==> src/rtl/wb_grf.sv <==
// wb_grf: MIPS write-back stage and 32x32 general register file.
// Selects the write-back value (ALU / DM / PC+8), commits it to the
// register file and serves the two asynchronous D-stage read ports.
// Optional feature macro: GRF_BYPASS_EN (same-cycle write-to-read bypass).
module wb_grf (
  input  logic        clk,
  input  logic        reset,
  input  logic [31:0] W_pc,
  input  logic [4:0]  W_GRF_WA,
  input  logic [31:0] W_ALU_result,
  input  logic [31:0] W_DM_RD,
  input  logic [1:0]  W_wd_sel,
  input  logic        W_we,
  input  logic [4:0]  D_rs_addr,
  input  logic [4:0]  D_rt_addr,
  output logic [31:0] D_rs_data,
  output logic [31:0] D_rt_data,
  output logic [31:0] W_GRF_WD,
  output logic        W_commit
);

  localparam logic [1:0] SEL_ALU = 2'b00;
  localparam logic [1:0] SEL_DM  = 2'b01;
  localparam logic [1:0] SEL_PC8 = 2'b10;

  // Register storage; entry 0 is held at zero by reset and never written.
  logic [31:0] regs_q [0:31];

  logic [31:0] wd_d;
  logic        commit_d;

  // Write-back data select; the reserved encoding yields zero.
  always_comb begin
    wd_d = 32'h0;
    case (W_wd_sel)
      SEL_ALU: wd_d = W_ALU_result;
      SEL_DM:  wd_d = W_DM_RD;
      SEL_PC8: wd_d = W_pc + 32'd8;
      default: wd_d = 32'h0;
    endcase
  end

  // A write lands only when enabled, not aimed at $0, and not under reset.
  assign commit_d = W_we && (W_GRF_WA != 5'd0) && !reset;

  assign W_GRF_WD = wd_d;
  assign W_commit = commit_d;

  // Register file update: reset clears everything and beats any write.
  always_ff @(posedge clk) begin
    if (reset) begin
      for (int i = 0; i < 32; i++) begin
        regs_q[i] <= 32'h0;
      end
    end else if (commit_d) begin
      regs_q[W_GRF_WA] <= wd_d;
    end
  end

  // Read port 1: $0 reads zero; optionally sees the in-flight write.
  always_comb begin
    D_rs_data = 32'h0;
    if (D_rs_addr != 5'd0) begin
`ifdef GRF_BYPASS_EN
      if (commit_d && (D_rs_addr == W_GRF_WA)) begin
        D_rs_data = wd_d;
      end else begin
        D_rs_data = regs_q[D_rs_addr];
      end
`else
      D_rs_data = regs_q[D_rs_addr];
`endif
    end
  end

  // Read port 2: resolved independently of port 1 with the same rules.
  always_comb begin
    D_rt_data = 32'h0;
    if (D_rt_addr != 5'd0) begin
`ifdef GRF_BYPASS_EN
      if (commit_d && (D_rt_addr == W_GRF_WA)) begin
        D_rt_data = wd_d;
      end else begin
        D_rt_data = regs_q[D_rt_addr];
      end
`else
      D_rt_data = regs_q[D_rt_addr];
`endif
    end
  end

endmodule

==> config.mk <==
export PLATFORM = sky130hd
export DESIGN_NAME = wb_grf
export DESIGN_NICKNAME = d
export VERILOG_FILES = /design/src/rtl/wb_grf.sv
export SDC_FILE = /design/constraint.sdc
export NUM_CORES = 2
export LEC_CHECK = 0
export ABC_AREA = 1
export ABC_CLOCK_PERIOD_IN_PS = 5600
export BUFFER_PORTS_ARGS = -buffer_cell sky130_fd_sc_hd__buf_4
export CAP_MARGIN = 0
export CORE_MARGIN = 4
export CORE_UTILIZATION = 35
export DETAILED_ROUTE_END_ITERATION = 10
export PLACE_DENSITY = 0.56
export SYNTH_ARGS = -nofsm -noshare
export SYNTH_HDL_FRONTEND = slang
export SYNTH_SLANG_ARGS = --single-unit
==> constraint.sdc <==
create_clock -name clk -period 5.6 [get_ports clk]
set_input_delay 1.12 -clock clk [delete_from_list [all_inputs] [get_ports clk]]
set_output_delay 1.12 -clock clk [all_outputs]
set_load 0.01 [all_outputs]
==> impl_metrics.sql <==
INSERT INTO impl_metrics (metric_group, metric, value, unit) VALUES
('status', 'outcome', 'finished clean', ''),
('drt', 'drt-total-wl', '264.7', 'mm'),
('cts', 'post_cts_resize_count', '0', ''),
('sta', 'grt_setup_unrepaired', 'false', ''),
('power', 'leak', '26.95', 'nW'),
('final_layout', 'flip_flop_count_of_the_largest_register_after_layout', '1024', ''),
('global_route', 'gr-usage-all-layers', '29.33', '%'),
('cts', 'cts_tree', 'done', ''),
('critical_path', 'cp_data_required_time', '4.48', 'ns'),
('cts', 'ctsLongestPathBuffers', '3', ''),
('cts', 'cts-buffers-inserted', '118', ''),
('sta', 'finalMaxSlewViolations', '0', ''),
('critical_path', 'timing.critical_path.cells', 'buf_8 -> inv_8 -> buf_12 -> nand3_2 -> buf_4 -> nand2_1 -> nor2_1 -> buf_4', ''),
('die', 'floorplan.die_area', '173900', 'um2'),
('final_layout', 'multi_input_area', '24530', 'um2'),
('logic_synthesis', 'synth_cell_types', '26', ''),
('cts', 'clock-root-buffer', 'clkbuf_16', ''),
('global_route', 'grt_max_degree', '162', ''),
('die', 'io_pins', '213', ''),
('logic_synthesis', 'ys_seq_area_share', '52.53', '%'),
('drt', 'wl_per_cell', '26.94', 'um'),
('drt', 'drtPass1Iterations', '7', ''),
('logic_synthesis', 'synth-warning-count', '0', ''),
('cts', 'h-tree-depth', '3', ''),
('critical_path', 'critical_path.endpoint_type', 'output port', ''),
('final_layout', 'reg_area', '30750', 'um2'),
('power', 'power-per-cell-area', '299.9', 'nW/um2'),
('min_path', 'hold_path_depth', '4', ''),
('final_layout', 'max_flop_register', 'regs_q', ''),
('power', 'worst_ir_drop_vdd', '0.0002676', 'V'),
('sta', 'finalCriticalPeriod', '4.938', 'ns'),
('logic_synthesis', 'synthesis.area', '58540', 'um2'),
('logic_synthesis', 'async_reset_ff_share', '0', '%'),
('critical_path', 'worst_setup_sp_type', 'input port', ''),
('drt', 'route.detailed.vias_per_inst', '5.834', ''),
('final_layout', 'filler_cell_count', '16640', ''),
('critical_path', 'timing.critical_path.arrival', '3.82', 'ns'),
('sta', 'timing.final.setup_violations', '0', ''),
('cts', 'cts_setup_buffers', '0', ''),
('critical_path', 'max_stage_delay', '0.50', 'ns'),
('min_path', 'hold_end', 'regs_q[16][7]$_SDFFCE_PN0P_', ''),
('sta', 'worst_slew_margin_rel', '14.48', '%'),
('job', 'max_cap_viols', '0', ''),
('sta', 'finalHoldViolations', '0', ''),
('die', 'die_h', '417.0', 'um'),
('min_path', 'hp_start', 'W_GRF_WA[3]', ''),
('critical_path', 'crit_path_max_fanout', '79', ''),
('drt', 'route.antenna.remaining_nets', '0', ''),
('sta', 'worst_slew_pin_slew', '1.281', 'ns'),
('sta', 'highest_clock_frequency_the_design_can_meet', '202.5', 'MHz'),
('sta', 'final_min_period_over_clock_period', '88.18', '%'),
('final_layout', 'area.growth.synth_to_final', '13.66', '%'),
('drt', 'dr_total_vias', '57320', ''),
('global_route', 'antenna_found_initial', '13', ''),
('die', 'initial_cell_density_of_the_core', '35.36', '%'),
('die', 'die_x', '417.0', 'um'),
('logic_synthesis', 'synth_top_flop_cell', 'edfxtp_1', ''),
('drt', 'detail_route.drc_violations', '0', ''),
('power', 'p_total', '19.96', 'mW'),
('min_path', 'hold_path_class', 'input port to flop', ''),
('final_layout', 'layout.core_utilization', '40.19', '%'),
('global_route', 'globalRouteOverflowTotal', '0', ''),
('logic_synthesis', 'synth-edff-count', '1024', ''),
('placed_design', 'dp.final_hpwl', '153.1', 'mm'),
('drt', 'drt_iter0_markers', '9508', ''),
('sta', 'sum_neg_setup_slack', '0', 'ns'),
('sta', 'worst_hold_slack', '0.8423', 'ns'),
('global_route', 'grt_first_pass_wirelength', '375.1', 'mm'),
('cts', 'clock-sinks', '1024', ''),
('logic_synthesis', 'syn-instance-count', '7618', ''),
('cts', 'clk_transition_reported_paths', '0.06', 'ns'),
('final_layout', 'top_regs', 'regs_q (1024)', ''),
('critical_path', 'timing.critical_path.slowest_stage_cell', 'nor2_1', ''),
('final_layout', 'nets', '7658', ''),
('placed_design', 'gp_congestion', '0.8899', ''),
('critical_path', 'crit_path_frequent_cell', 'buf_4', ''),
('logic_synthesis', 'post_synth.cell_area_avg', '7.684', 'um2'),
('logic_synthesis', 'synth_seq_cells', '1024', ''),
('global_route', 'first_global_vias', '53260', ''),
('die', 'rows', '149', ''),
('critical_path', 'critical_path_class', 'input port to output port', ''),
('cts', 'cts_hold_buffers_added', '0', ''),
('placed_design', 'buffer_ports.inserted', '212', ''),
('die', 'placeableCoreArea', '165500', 'um2'),
('final_layout', 'final_layout_size_suffix_gt1_share', '9.067', '%');
## metal layers
| layer | vias up | wire, um | global-route usage (%) |
|---|---|---|---|
| met5 | - | 53 | 0 |
| met4 | 8 | 15400 | 15.06 |
| met3 | 845 | 35080 | 7.573 |
| met2 | 4262 | 116700 | 45.42 |
| met1 | 27050 | 97470 | 37.94 |
| li1 | 25160 | - | - |
## synthesized netlist by cell type (4+ instances only)
library cell | instances | area, um2
a21oi_1 | 472 | 2362
a22o_1 | 27 | 236.5
buf_1 | 53 | 198.9
buf_2 | 199 | 996.0
clkbuf_1 | 416 | 1562
clkinv_1 | 5 | 18.77
edfxtp_1 | 1024 | 30750
inv_1 | 185 | 694.4
inv_2 | 12 | 45.04
nand2_1 | 2713 | 10180
nand3_1 | 1415 | 7082
nor2_1 | 913 | 3427
nor2_2 | 7 | 43.79
nor3_1 | 11 | 55.05
o21ai_0 | 144 | 720.7
o21ai_1 | 4 | 20.02
o21bai_1 | 6 | 45.04
## placed cells by master (no fill, tap or decap), drive strengths merged, types with 27 or more instances in the layout
cell / netlist / routed
nand2: 2713 / 2713
conb: 1 / 32
buf: 252 / 440
inv: 197 / 197
nor2: 920 / 920
clkbuf: 416 / 147
clkinv: 5 / 56
a22o: 27 / 27
edfxtp: 1024 / 1024
nand3: 1416 / 1416
o21ai: 148 / 148
a21oi: 473 / 473
## power breakdown
part	internal (mW)	switching [mW]
Combinational	0.856	2.28
Clock	4.41	3.33
Sequential	8.86	0.218
Total	14.1	5.83
## how the worst max path moves through the flow
stage                     cells past startpoint    startpoint             to  slack, ns
after CTS                                     8  D_rt_addr[0]  D_rt_data[26]       0.83
after global routing                         12  D_rs_addr[0]   D_rs_data[7]       0.71
final                                         8  D_rt_addr[0]  D_rt_data[26]       0.66
after floorplan                               9       W_pc[3]   W_GRF_WD[17]       2.07
after global placement                        8  D_rt_addr[0]  D_rt_data[26]       0.83
after detailed placement                      8  D_rt_addr[0]  D_rt_data[26]       0.84
## area by class of cell
cell class                      instances  area share [%]
Antenna cell                            4         0.01504
Tap cell                             2189           4.116
Sequential cell                      1024           46.22
Inverter                              202           1.204
Multi-Input combinational cell       5755           36.87
Clock buffer                          147           4.666
Timing Repair Buffer                  440           5.942
Clock inverter                         64          0.9760
## logic make-up after synthesis
| family | synth area share [%] |
|---|---|
| and+or+nand+nor | 35.60 |
| DFF | 52.53 |
| buffers and inverters | 6.004 |
| AOI/OAI and AO/OA | 5.797 |
| xor gates and xnor gates | 0.04490 |
| adders and majority gates | 0.02137 |
| other | 0.006406 |
## per-stage QoR
| step | std cells | cell area (um2) | worst slack [ns] |
|---|---|---|---|
| 2_1_floorplan | 7649 | 58650 | 2.066 |
| 3_3_place_gp | 9610 | 62770 | 0.8305 |
| 3_5_place_dp | 9610 | 62770 | 0.8373 |
| 4_1_cts | 9821 | 66530 | 0.8291 |
| 5_1_grt | 9824 | 66530 | 0.7062 |
| 6_report | 9825 | 66540 | 0.6617 |
## critical path, delay by kind of cell
family	cells	cell delay [ns]
AND/OR/NAND/NOR	3	0.96
buffers and inverters	5	1.61
Power figures use the tool's default switching activity.
